<file path="src/rtl/tcam_pkg.sv">
// Shared types and default sizing for the TCAM column write controller.
package tcam_pkg;

  localparam int TCAM_SEGS       = 4;
  localparam int TCAM_SEG_BITS   = 7;
  localparam int TCAM_ADDR_WIDTH = 8;
  localparam int TCAM_DATA_WIDTH = 32;
  localparam int TCAM_NUM_WMASKS = 4;
  localparam int ENTRY_W         = 5;

  localparam logic OP_WRITE = 1'b0;
  localparam logic OP_INVAL = 1'b1;

  typedef enum logic [2:0] {
    ST_INIT,
    ST_IDLE,
    ST_RD,
    ST_CAP,
    ST_WR,
    ST_DONE
  } state_t;

endpackage

</file>
<file path="src/rtl/tcam_seg_match.sv">
// One segment of the sweep: decides whether this SRAM row matches the
// entry's ternary key segment and rewrites the entry's bit in the read word.
module tcam_seg_match
  import tcam_pkg::*;
#(
  parameter int SEG_BITS   = TCAM_SEG_BITS,
  parameter int DATA_WIDTH = TCAM_DATA_WIDTH
) (
  input  logic [SEG_BITS-1:0]   row,
  input  logic [SEG_BITS-1:0]   key_s,
  input  logic [SEG_BITS-1:0]   care_s,
  input  logic [DATA_WIDTH-1:0] dout_s,
  input  logic [ENTRY_W-1:0]    entry,
  input  logic                  op,
  output logic [DATA_WIDTH-1:0] new_s
);

  logic hit;

  // Don't-care bits are masked out before comparing the row to the key.
  assign hit = (((row ^ key_s) & care_s) == '0);

  // Every other bit of the word is written back as read.
  always_comb begin
    new_s        = dout_s;
    new_s[entry] = (op == OP_WRITE) ? hit : 1'b0;
  end

endmodule

</file>
<file path="src/rtl/tcam_write_ctrl.sv">
// TCAM column update engine: clears the column after reset, then turns each
// entry write/invalidate into a read-modify-write sweep over all SRAM rows.
// Bus outputs are registered; each state's combinational outputs describe
// what the bus carries in the following cycle.
module tcam_write_ctrl
  import tcam_pkg::*;
#(
  parameter int SEGS       = TCAM_SEGS,
  parameter int SEG_BITS   = TCAM_SEG_BITS,
  parameter int ADDR_WIDTH = TCAM_ADDR_WIDTH,
  parameter int DATA_WIDTH = TCAM_DATA_WIDTH,
  parameter int NUM_WMASKS = TCAM_NUM_WMASKS
) (
  input  logic                       clk,
  input  logic                       rst,
  input  logic                       req_valid,
  output logic                       req_ready,
  input  logic                       req_op,
  input  logic [ENTRY_W-1:0]         req_entry,
  input  logic [SEGS*SEG_BITS-1:0]   req_key,
  input  logic [SEGS*SEG_BITS-1:0]   req_care,
  output logic                       done,
  output logic                       busy,
  output logic                       sram_csb0,
  output logic                       sram_web0,
  output logic [NUM_WMASKS-1:0]      sram_wmask0,
  output logic [ADDR_WIDTH-1:0]      sram_addr0,
  output logic [SEGS*DATA_WIDTH-1:0] sram_din0,
  input  logic [SEGS*DATA_WIDTH-1:0] sram_dout0
);

  localparam logic [SEG_BITS-1:0] LAST_ROW = '1;

  state_t                     state, state_nxt;
  logic [SEG_BITS-1:0]        row, row_inc;
  logic                       accept, last_row;

  logic                       op_q;
  logic [ENTRY_W-1:0]         entry_q;
  logic [SEGS*SEG_BITS-1:0]   key_q, care_q;
  logic [SEGS*DATA_WIDTH-1:0] new_word;

  logic                       csb_d, web_d, ready_d, busy_d, done_d;
  logic [NUM_WMASKS-1:0]      wmask_d;
  logic [ADDR_WIDTH-1:0]      addr_d;
  logic [SEGS*DATA_WIDTH-1:0] din_d;

  function automatic logic [NUM_WMASKS-1:0] lane_onehot(input logic [1:0] lane);
    lane_onehot       = '0;
    lane_onehot[lane] = 1'b1;
  endfunction

  assign accept   = (state == ST_IDLE) && req_valid && req_ready;
  assign last_row = (row == LAST_ROW);
  assign row_inc  = row + SEG_BITS'(1);

  for (genvar s = 0; s < SEGS; s++) begin : g_seg
    tcam_seg_match #(
      .SEG_BITS  (SEG_BITS),
      .DATA_WIDTH(DATA_WIDTH)
    ) u_match (
      .row   (row),
      .key_s (key_q[s*SEG_BITS +: SEG_BITS]),
      .care_s(care_q[s*SEG_BITS +: SEG_BITS]),
      .dout_s(sram_dout0[s*DATA_WIDTH +: DATA_WIDTH]),
      .entry (entry_q),
      .op    (op_q),
      .new_s (new_word[s*DATA_WIDTH +: DATA_WIDTH])
    );
  end

  // State and row counter; the counter walks rows in INIT and advances after each WR.
  always_ff @(posedge clk or posedge rst) begin
    if (rst) begin
      state <= ST_INIT;
      row   <= '0;
    end else begin
      state <= state_nxt;
      if (state == ST_INIT || state == ST_WR) row <= row_inc;
      else if (accept)                        row <= '0;
    end
  end

  // Request fields are held for the whole sweep; they need no reset.
  always_ff @(posedge clk) begin
    if (accept) begin
      op_q    <= req_op;
      entry_q <= req_entry;
      key_q   <= req_key;
      care_q  <= req_care;
    end
  end

  // Next-state logic.
  always_comb begin
    state_nxt = state;
    case (state)
      ST_INIT: state_nxt = last_row ? ST_IDLE : ST_INIT;
      ST_IDLE: state_nxt = accept ? ST_RD : ST_IDLE;
      ST_RD:   state_nxt = ST_CAP;
      ST_CAP:  state_nxt = ST_WR;
      ST_WR:   state_nxt = last_row ? ST_DONE : ST_RD;
      ST_DONE: state_nxt = ST_IDLE;
      default: state_nxt = ST_INIT;
    endcase
  end

  // Output logic: the bus command and handshake seen in the next cycle.
  always_comb begin
    csb_d   = 1'b1;
    web_d   = 1'b1;
    wmask_d = '0;
    addr_d  = sram_addr0;
    din_d   = sram_din0;
    ready_d = 1'b0;
    busy_d  = 1'b1;
    done_d  = 1'b0;
    case (state)
      ST_INIT: begin
        csb_d   = 1'b0;
        web_d   = 1'b0;
        wmask_d = '1;
        addr_d  = ADDR_WIDTH'(row);
        din_d   = '0;
      end
      ST_IDLE: begin
        if (accept) begin
          csb_d  = 1'b0;
          addr_d = '0;
        end else begin
          ready_d = 1'b1;
          busy_d  = 1'b0;
        end
      end
      // Read data for this row is on sram_dout0 during CAP.
      ST_CAP: begin
        csb_d   = 1'b0;
        web_d   = 1'b0;
        wmask_d = lane_onehot(entry_q[4:3]);
        addr_d  = ADDR_WIDTH'(row);
        din_d   = new_word;
      end
      ST_WR: begin
        if (!last_row) begin
          csb_d  = 1'b0;
          addr_d = ADDR_WIDTH'(row_inc);
        end
      end
      ST_DONE: begin
        ready_d = 1'b1;
        busy_d  = 1'b0;
        done_d  = 1'b1;
      end
      default: ;
    endcase
  end

  // Registered outputs.
  always_ff @(posedge clk or posedge rst) begin
    if (rst) begin
      sram_csb0   <= 1'b1;
      sram_web0   <= 1'b1;
      sram_wmask0 <= '0;
      sram_addr0  <= '0;
      sram_din0   <= '0;
      req_ready   <= 1'b0;
      busy        <= 1'b1;
      done        <= 1'b0;
    end else begin
      sram_csb0   <= csb_d;
      sram_web0   <= web_d;
      sram_wmask0 <= wmask_d;
      sram_addr0  <= addr_d;
      sram_din0   <= din_d;
      req_ready   <= ready_d;
      busy        <= busy_d;
      done        <= done_d;
    end
  end

endmodule

</file>
<file path="config.mk">
export PLATFORM = sky130hd
export DESIGN_NAME = tcam_write_ctrl
export DESIGN_NICKNAME = d
export VERILOG_FILES = /design/src/rtl/tcam_pkg.sv /design/src/rtl/tcam_seg_match.sv /design/src/rtl/tcam_write_ctrl.sv
export SDC_FILE = /design/constraint.sdc
export NUM_CORES = 1
export LEC_CHECK = 0
export ABC_AREA = 1
export ABC_CLOCK_PERIOD_IN_PS = 5590
export BUFFER_PORTS_ARGS = -buffer_cell sky130_fd_sc_hd__buf_2
export CORE_ASPECT_RATIO = 1.2
export CORE_UTILIZATION = 50
export DETAILED_ROUTE_END_ITERATION = 8
export GPL_ROUTABILITY_DRIVEN = 0
export PLACE_DENSITY = 0.77
export RECOVER_POWER = 50
export SYNTH_ARGS = -nofsm -noshare
export SYNTH_HDL_FRONTEND = slang
export SYNTH_HIERARCHICAL = 1
export SYNTH_SLANG_ARGS = --single-unit
</file>
<file path="constraint.sdc">
create_clock -name clk -period 5.59 [get_ports clk]
set_input_delay 0.8385 -clock clk [delete_from_list [all_inputs] [get_ports clk]]
set_output_delay 0.8385 -clock clk [all_outputs]
set_load 0.01 [all_outputs]
</file>
==> results of run 1 <==
## how the worst max path moves through the flow
stage | endpoint | slack [ns] | from
after global placement | sram_addr0[3]$_DFFE_PP0P_ | 2.73 | state[0]$_DFF_PP0_
after global routing | sram_din0[46]$_DFFE_PP0N_ | 2.10 | rst
after detailed placement | sram_addr0[6]$_DFFE_PP0P_ | 2.65 | state[1]$_DFF_PP0_
final | sram_addr0[6]$_DFFE_PP0P_ | 2.62 | state[1]$_DFF_PP0_
after CTS | sram_addr0[6]$_DFFE_PP0P_ | 2.64 | state[1]$_DFF_PP0_
after floorplan | done$_DFF_PP0_ | 0.61 | rst
## final cells by class
class                   instances  area share, %
inverters                     232           6.22
clock buffers                  25           4.14
repair buffers                347           12.0
multi-input cells            1025           32.6
well taps                     315           2.80
flip-flops and latches        216           40.6
diodes                          8          0.142
clock inverters                16           1.46
## per-layer routing
metal	vias up	wire, um	part of all wire [%]
met5	-	0	0
met4	0	1370	4.3
met3	93	2300	7.2
li1	5527	-	-
met1	5117	13000	41
met2	471	15300	48
## state kept, by name, summed over array words and instances, names as in the netlist, 3 cells and up
register	count
sram_addr0	7
key_q	28
state	3
care_q	28
sram_din0	128
entry_q	5
row	7
sram_wmask0	4
## logic make-up after synthesis
| family | after synthesis | share of synthesized area, % |
|---|---|---|
| AO/OA/AOI/OAI | 275 | 11.8 |
| AND/OR/NAND/NOR | 746 | 26.9 |
| flip-flops | 216 | 48.7 |
| adder cells (fa/ha/maj) | 1 | 0.107 |
| XOR/XNOR | 2 | 0.149 |
| buffers and inverters | 306 | 12.2 |
| other | 1 | 0.0320 |
## per-stage QoR
step	std cells	worst slack [ns]	util [%]	instance area (um2)
2_1_floorplan	1547	0.607	-	11700
3_3_place_gp	2135	2.73	57.7	13300
3_5_place_dp	2135	2.65	57.7	13300
4_1_cts	2176	2.64	61.1	14100
5_1_grt	2182	2.10	60.8	14100
6_report	2184	2.62	60.8	14100
## synthesized netlist by cell type
| master | n | share of area, % |
|---|---|---|
| a21oi_1 | 1 | 0.043 |
| dfstp_2 | 3 | 0.67 |
| o31ai_1 | 4 | 0.26 |
| nand3_2 | 9 | 0.77 |
| or2_1 | 4 | 0.21 |
| nor2_1 | 135 | 4.3 |
| nor2_4 | 1 | 0.096 |
| buf_6 | 21 | 2.0 |
| a31oi_1 | 1 | 0.053 |
| buf_1 | 2 | 0.064 |
| nand2_4 | 1 | 0.096 |
| nor3_1 | 1 | 0.043 |
| nand2_1 | 392 | 13 |
| edfxtp_1 | 62 | 16 |
| xor2_1 | 1 | 0.075 |
| buf_4 | 17 | 1.1 |
| clkbuf_1 | 15 | 0.48 |
| ha_1 | 1 | 0.11 |
| nor2_2 | 16 | 0.85 |
| xnor2_1 | 1 | 0.075 |
| inv_1 | 216 | 6.9 |
| conb_1 | 1 | 0.032 |
| o21ai_0 | 133 | 5.7 |
| buf_2 | 15 | 0.64 |
| inv_2 | 16 | 0.51 |
| o21bai_1 | 1 | 0.064 |
| nand2_2 | 2 | 0.11 |
| dfrtp_1 | 151 | 32 |
| nand3_1 | 185 | 7.9 |
| o21ai_1 | 135 | 5.8 |
| buf_8 | 4 | 0.51 |
## power breakdown
part	switching [mW]	total, mW	internal, mW	leakage [nW]
Combinational	1.11	1.57	0.466	4.11
Clock	0.622	1.60	0.980	0.371
Sequential	0.258	2.21	1.95	2.66
## worst max-delay path: cells and delay by family, from the launching register on
family / cells / cell delay (ns)
buffers and inverters: 2 / 1.20
and+or+nand+nor: 4 / 0.94
DFF: 1 / 0.47
AOI/OAI and AO/OA: 1 / 0.14
==> reports/metrics.cfg, run 1 <==
[global_routing]
grt.total_usage_pct = 26.4
grt_max_degree = 75
overflow = 0
grt_first_pass_wirelength_um = 50500
antenna_found_initial = 6
grtUsageMet2_pct = 44.3
busiest_layer = met2
grt_pass1_vias = 10100
grtUsageMet1_pct = 33.4
grtUsageMet3_pct = 3.94

[clocking]
cts_sinks = 216
numCtsBuffers = 23
cts_max_level = 1
clock_latency_ns = 0.51
post_cts_buffers = 0
cts_tree = done
clockBufferDepth = 3
cts_root_buffer = clkbuf_16
cts_resized = 0
hold_buffers = 0
path_clk_slew_ns = 0.06

[timing]
timing.hold.ws_ns = 0.481
slew_viol_final = 43
period_needed_ns = 2.97
rsz0062_at_grt = no
fin_crit_sh_pct = 53.1
final-setup-viol-count = 0
relSlewSlack_pct = -18.4
clock_skew_ns = 0.00952
setup_tns_ns = 0
fmax_mhz = 337
hold_viol_final = 0
tightest_slew_ns = 1.77

[die]
die_area_um2 = 24100
rows = 61
die_y_um = 170
io_pins = 338
core_area_um2 = 23100
start_util_pct = 50.7
dieWidth_um = 142

[detailed_routing]
drc_errors = 0
vias = 11200
postRouteAntennaNets = 0
firstDrtPassIters = 5
drt_wl_total_um = 32000
drtIter0Drc = 863
avgRoutedWirePerCell_um = 14.6
avgViaCountPerCell = 5.13

[synthesis]
synthCells = 1547
synth.yosys.seq_area_share_pct = 48.7
yosys_warnings = 6
syn_nets = 1741
synth_area_per_cell_um2 = 7.59
ys_types = 31
syn_area_um2 = 11700
synth_seq_cells = 216

[critical_path]
reg2reg_slack_ns = 2.62
crit_arrival_ns = 3.36
cp_data_required_time_ns = 5.98
critical-path-slowest-cell = buf_4
path_common_cell = nand2_1
r2r-end = sram_addr0[6]$_DFFE_PP0P_
cp_cell_sequence = nand3_4, nand2_2, inv_4, buf_4, o21ai_1, nand2_1, nand2_1
r2r-start = state[1]$_DFF_PP0_
worstSetupEndpointType = flip-flop
critical_path_class = reg -> reg
max_stage_delay_ns = 0.66
worstRegToRegCells = 7
cp-start-kind = flip-flop
critPathMaxFanout = 67

[placement]
post-dp-hpwl_um = 22000
portBuffers = 336

[finish]
nNetsFinal = 2039
layout-drive-gt1-share_pct = 19.9
layout_commonest_cell = nand2_1
multi_input_area_um2 = 4590
area_delta_synth_final_pct = 19.9
layout_common_cells = nand2_1 (393), buf_2 (276), inv_1 (214)
fillCellCount = 2089
ff_latch_area_um2 = 5720

[min_path]
hold_path.class = reg -> reg
min_from = sram_din0[68]$_DFFE_PP0N_
whs_endpoint = sram_din0[68]$_DFFE_PP0N_
hold_depth = 2

[pwr]
power_density_nw_per_um2 = 383
leakage_nw = 7.14
power.total_mw = 5.39
peakVddDrop_mv = 0.331

[status]
status = complete, but fails checks
failed_checks = capacitance limit, slew limit

[job]
cap_violations = 2

(Power assumes the default switching activity.)
==> inputs of run 2 (changes only) <==
--- a/config.mk
+++ b/config.mk
@@ -6,7 +6,7 @@
 export NUM_CORES = 1
 export LEC_CHECK = 0
 export ABC_AREA = 1
-export ABC_CLOCK_PERIOD_IN_PS = 5590
+export ABC_CLOCK_PERIOD_IN_PS = 3000
 export BUFFER_PORTS_ARGS = -buffer_cell sky130_fd_sc_hd__buf_2
 export CORE_ASPECT_RATIO = 1.2
 export CORE_UTILIZATION = 50
==> constraint.sdc (replaced) <==
create_clock -name clk -period 3 [get_ports clk]
set_input_delay 0.45 -clock clk [delete_from_list [all_inputs] [get_ports clk]]
set_output_delay 0.45 -clock clk [all_outputs]
set_load 0.01 [all_outputs]
==> run 2 against run 1 <==
The run now ends clean; combinational power increased by 92%; clock-buffer cell count grew 7; non-clock buffer count up 10; first-iteration DRC count shrank 16%; register-to-register slack lost 1.8 ns; global-route usage decreased by 0.20 points; sequential power rose by 86%; final area grew 0.20%; clock power increased by 72%; power rose by 83%; largest power group unchanged.
==> reports/metrics.cfg, run 2 (same netlist as run 1, synthesis figures left out) <==
[finish]
nNetsFinal = 2049
area_delta_synth_final_pct = 20.1
layout-drive-gt1-share_pct = 19.8
layout_common_cells = nand2_1 (392), buf_2 (268), inv_1 (214)
largest_reg_flops = 128
reg_top3 = sram_din0 (128), care_q (28), key_q (28)
top_register = sram_din0
fin_cells = 2197
layout_commonest_cell = nand2_1
fillCellCount = 2102

[detailed_routing]
drc_errors = 0
drt_wl_total_um = 31700
avgRoutedWirePerCell_um = 14.4
wl_met1_um = 12900
drtIter0Drc = 727
avgViaCountPerCell = 5.06
postRouteAntennaNets = 0
firstDrtPassIters = 5
met3_length_um = 2300
vias = 11100
routed.top_layer = met5
dr_wl_met2_um = 15100

[die]
die_area_um2 = 24100
rows = 61
die_y_um = 170
start_util_pct = 50.7
dieWidth_um = 142
core_area_um2 = 23100
io_pins = 338

[timing]
final-setup-viol-count = 0
rsz0062_at_grt = no
fin_crit_sh_pct = 71.9
relSlewSlack_pct = 5.04
slew_viol_final = 0
clock_skew_ns = 0.00988
tightest_slew_ns = 1.42
timing.hold.ws_ns = 0.110
hold_viol_final = 0
setup_tns_ns = 0
period_needed_ns = 2.16
fmax_mhz = 464

[min_path]
hold_depth = 1
whs_endpoint = entry_q[0]$_DFFE_PP_
hold_path.class = in -> reg
min_from = req_entry[0]

[critical_path]
crit_arrival_ns = 2.37
max_stage_delay_ns = 0.51
critical_path_class = reg -> reg
r2r-start = state[0]$_DFF_PP0_
critical-path-slowest-cell = inv_2
cp-start-kind = flip-flop
r2r-end = key_q[20]$_DFFE_PP_
worstSetupEndpointType = flip-flop
reg2reg_slack_ns = 0.84
cp_data_required_time_ns = 3.21
critPathMaxFanout = 33
worstRegToRegCells = 5
cp_cell_sequence = inv_1, nor3_1, nand2_1, inv_2, buf_12

[clocking]
cts_resized = 0
path_clk_slew_ns = 0.06
clockBufferDepth = 3
cts_sinks = 216
cts_max_level = 1
clock_latency_ns = 0.52
hold_buffers = 0
numCtsBuffers = 23
cts_root_buffer = clkbuf_16
post_cts_buffers = 0
cts_tree = done

[global_routing]
overflow = 0
grt_pass1_vias = 10200
grt.total_usage_pct = 26.2
grt_max_degree = 77
antenna_found_initial = 11
grt_first_pass_wirelength_um = 50000

[status]
status = complete, no violations

[job]
cap_violations = 0

[placement]
post-dp-hpwl_um = 21900
placed_cells = 2145
portBuffers = 336

[pwr]
leakage_nw = 7.14
power_density_nw_per_um2 = 701
peakVddDrop_mv = 0.583

==> run 2: per-stage QoR <==
stage | utilization, % | instance area, um2 | power [mW] | setup slack (ns)
final | 61.0 | 14100 | 9.88 | 0.844
after global routing | 60.9 | 14100 | 10.5 | 0.425
after CTS | 61.4 | 14200 | 10.0 | 0.840
after detailed placement | 58.2 | 13500 | 7.21 | 0.847
after global placement | 58.2 | 13500 | 7.14 | 0.978
after floorplan | - | 11700 | 6.21 | 0.509
==> run 2: report_power, final <==
part | total, mW | internal, mW | switching, mW | leakage, nW
Combinational | 3.01 | 0.923 | 2.09 | 4.13
Clock | 2.76 | 1.61 | 1.15 | 0.353
Sequential | 4.11 | 3.64 | 0.469 | 2.66
==> run 2: area by class of cell <==
| class | count | area (um2) | area share [%] |
|---|---|---|---|
| inverter | 232 | 875 | 6.20 |
| tap | 315 | 394 | 2.80 |
| timing repair buffer | 357 | 1780 | 12.6 |
| sequential | 216 | 5720 | 40.6 |
| multi-input combinational | 1025 | 4590 | 32.6 |
| clock inverter | 10 | 100 | 0.710 |
| antenna | 10 | 25.0 | 0.177 |
| clock buffer | 32 | 619 | 4.39 |
==> run 2: layer usage <==
metal | GRT usage (%) | up-vias
li1 | - | 5571
met1 | 32.4 | 4985
met5 | 0 | -
met3 | 4.90 | 93
met4 | 12.6 | 4
met2 | 43.9 | 473
==> run 2: how the worst max path moves through the flow <==
stage                  startpoint                         to  slack [ns]  depth (start not counted)
2_1_floorplan  state[0]$_DFF_PP0_        care_q[0]$_DFFE_PP_        0.51                          4
3_3_place_gp   state[0]$_DFF_PP0_        key_q[18]$_DFFE_PP_        0.98                          5
3_5_place_dp   state[0]$_DFF_PP0_        key_q[20]$_DFFE_PP_        0.85                          5
4_1_cts        state[0]$_DFF_PP0_         key_q[8]$_DFFE_PP_        0.84                          5
5_1_grt                       rst  sram_addr0[4]$_DFFE_PP0P_        0.43                          3
6_report       state[0]$_DFF_PP0_        key_q[20]$_DFFE_PP_        0.84                          5
==> run 2: worst max-delay path, delay by kind of cell, from the launching register on <==
family | cells | cell delay (ns)
buffers and inverters | 3 | 0.88
DFF | 1 | 0.50
and+or+nand+nor | 2 | 0.45
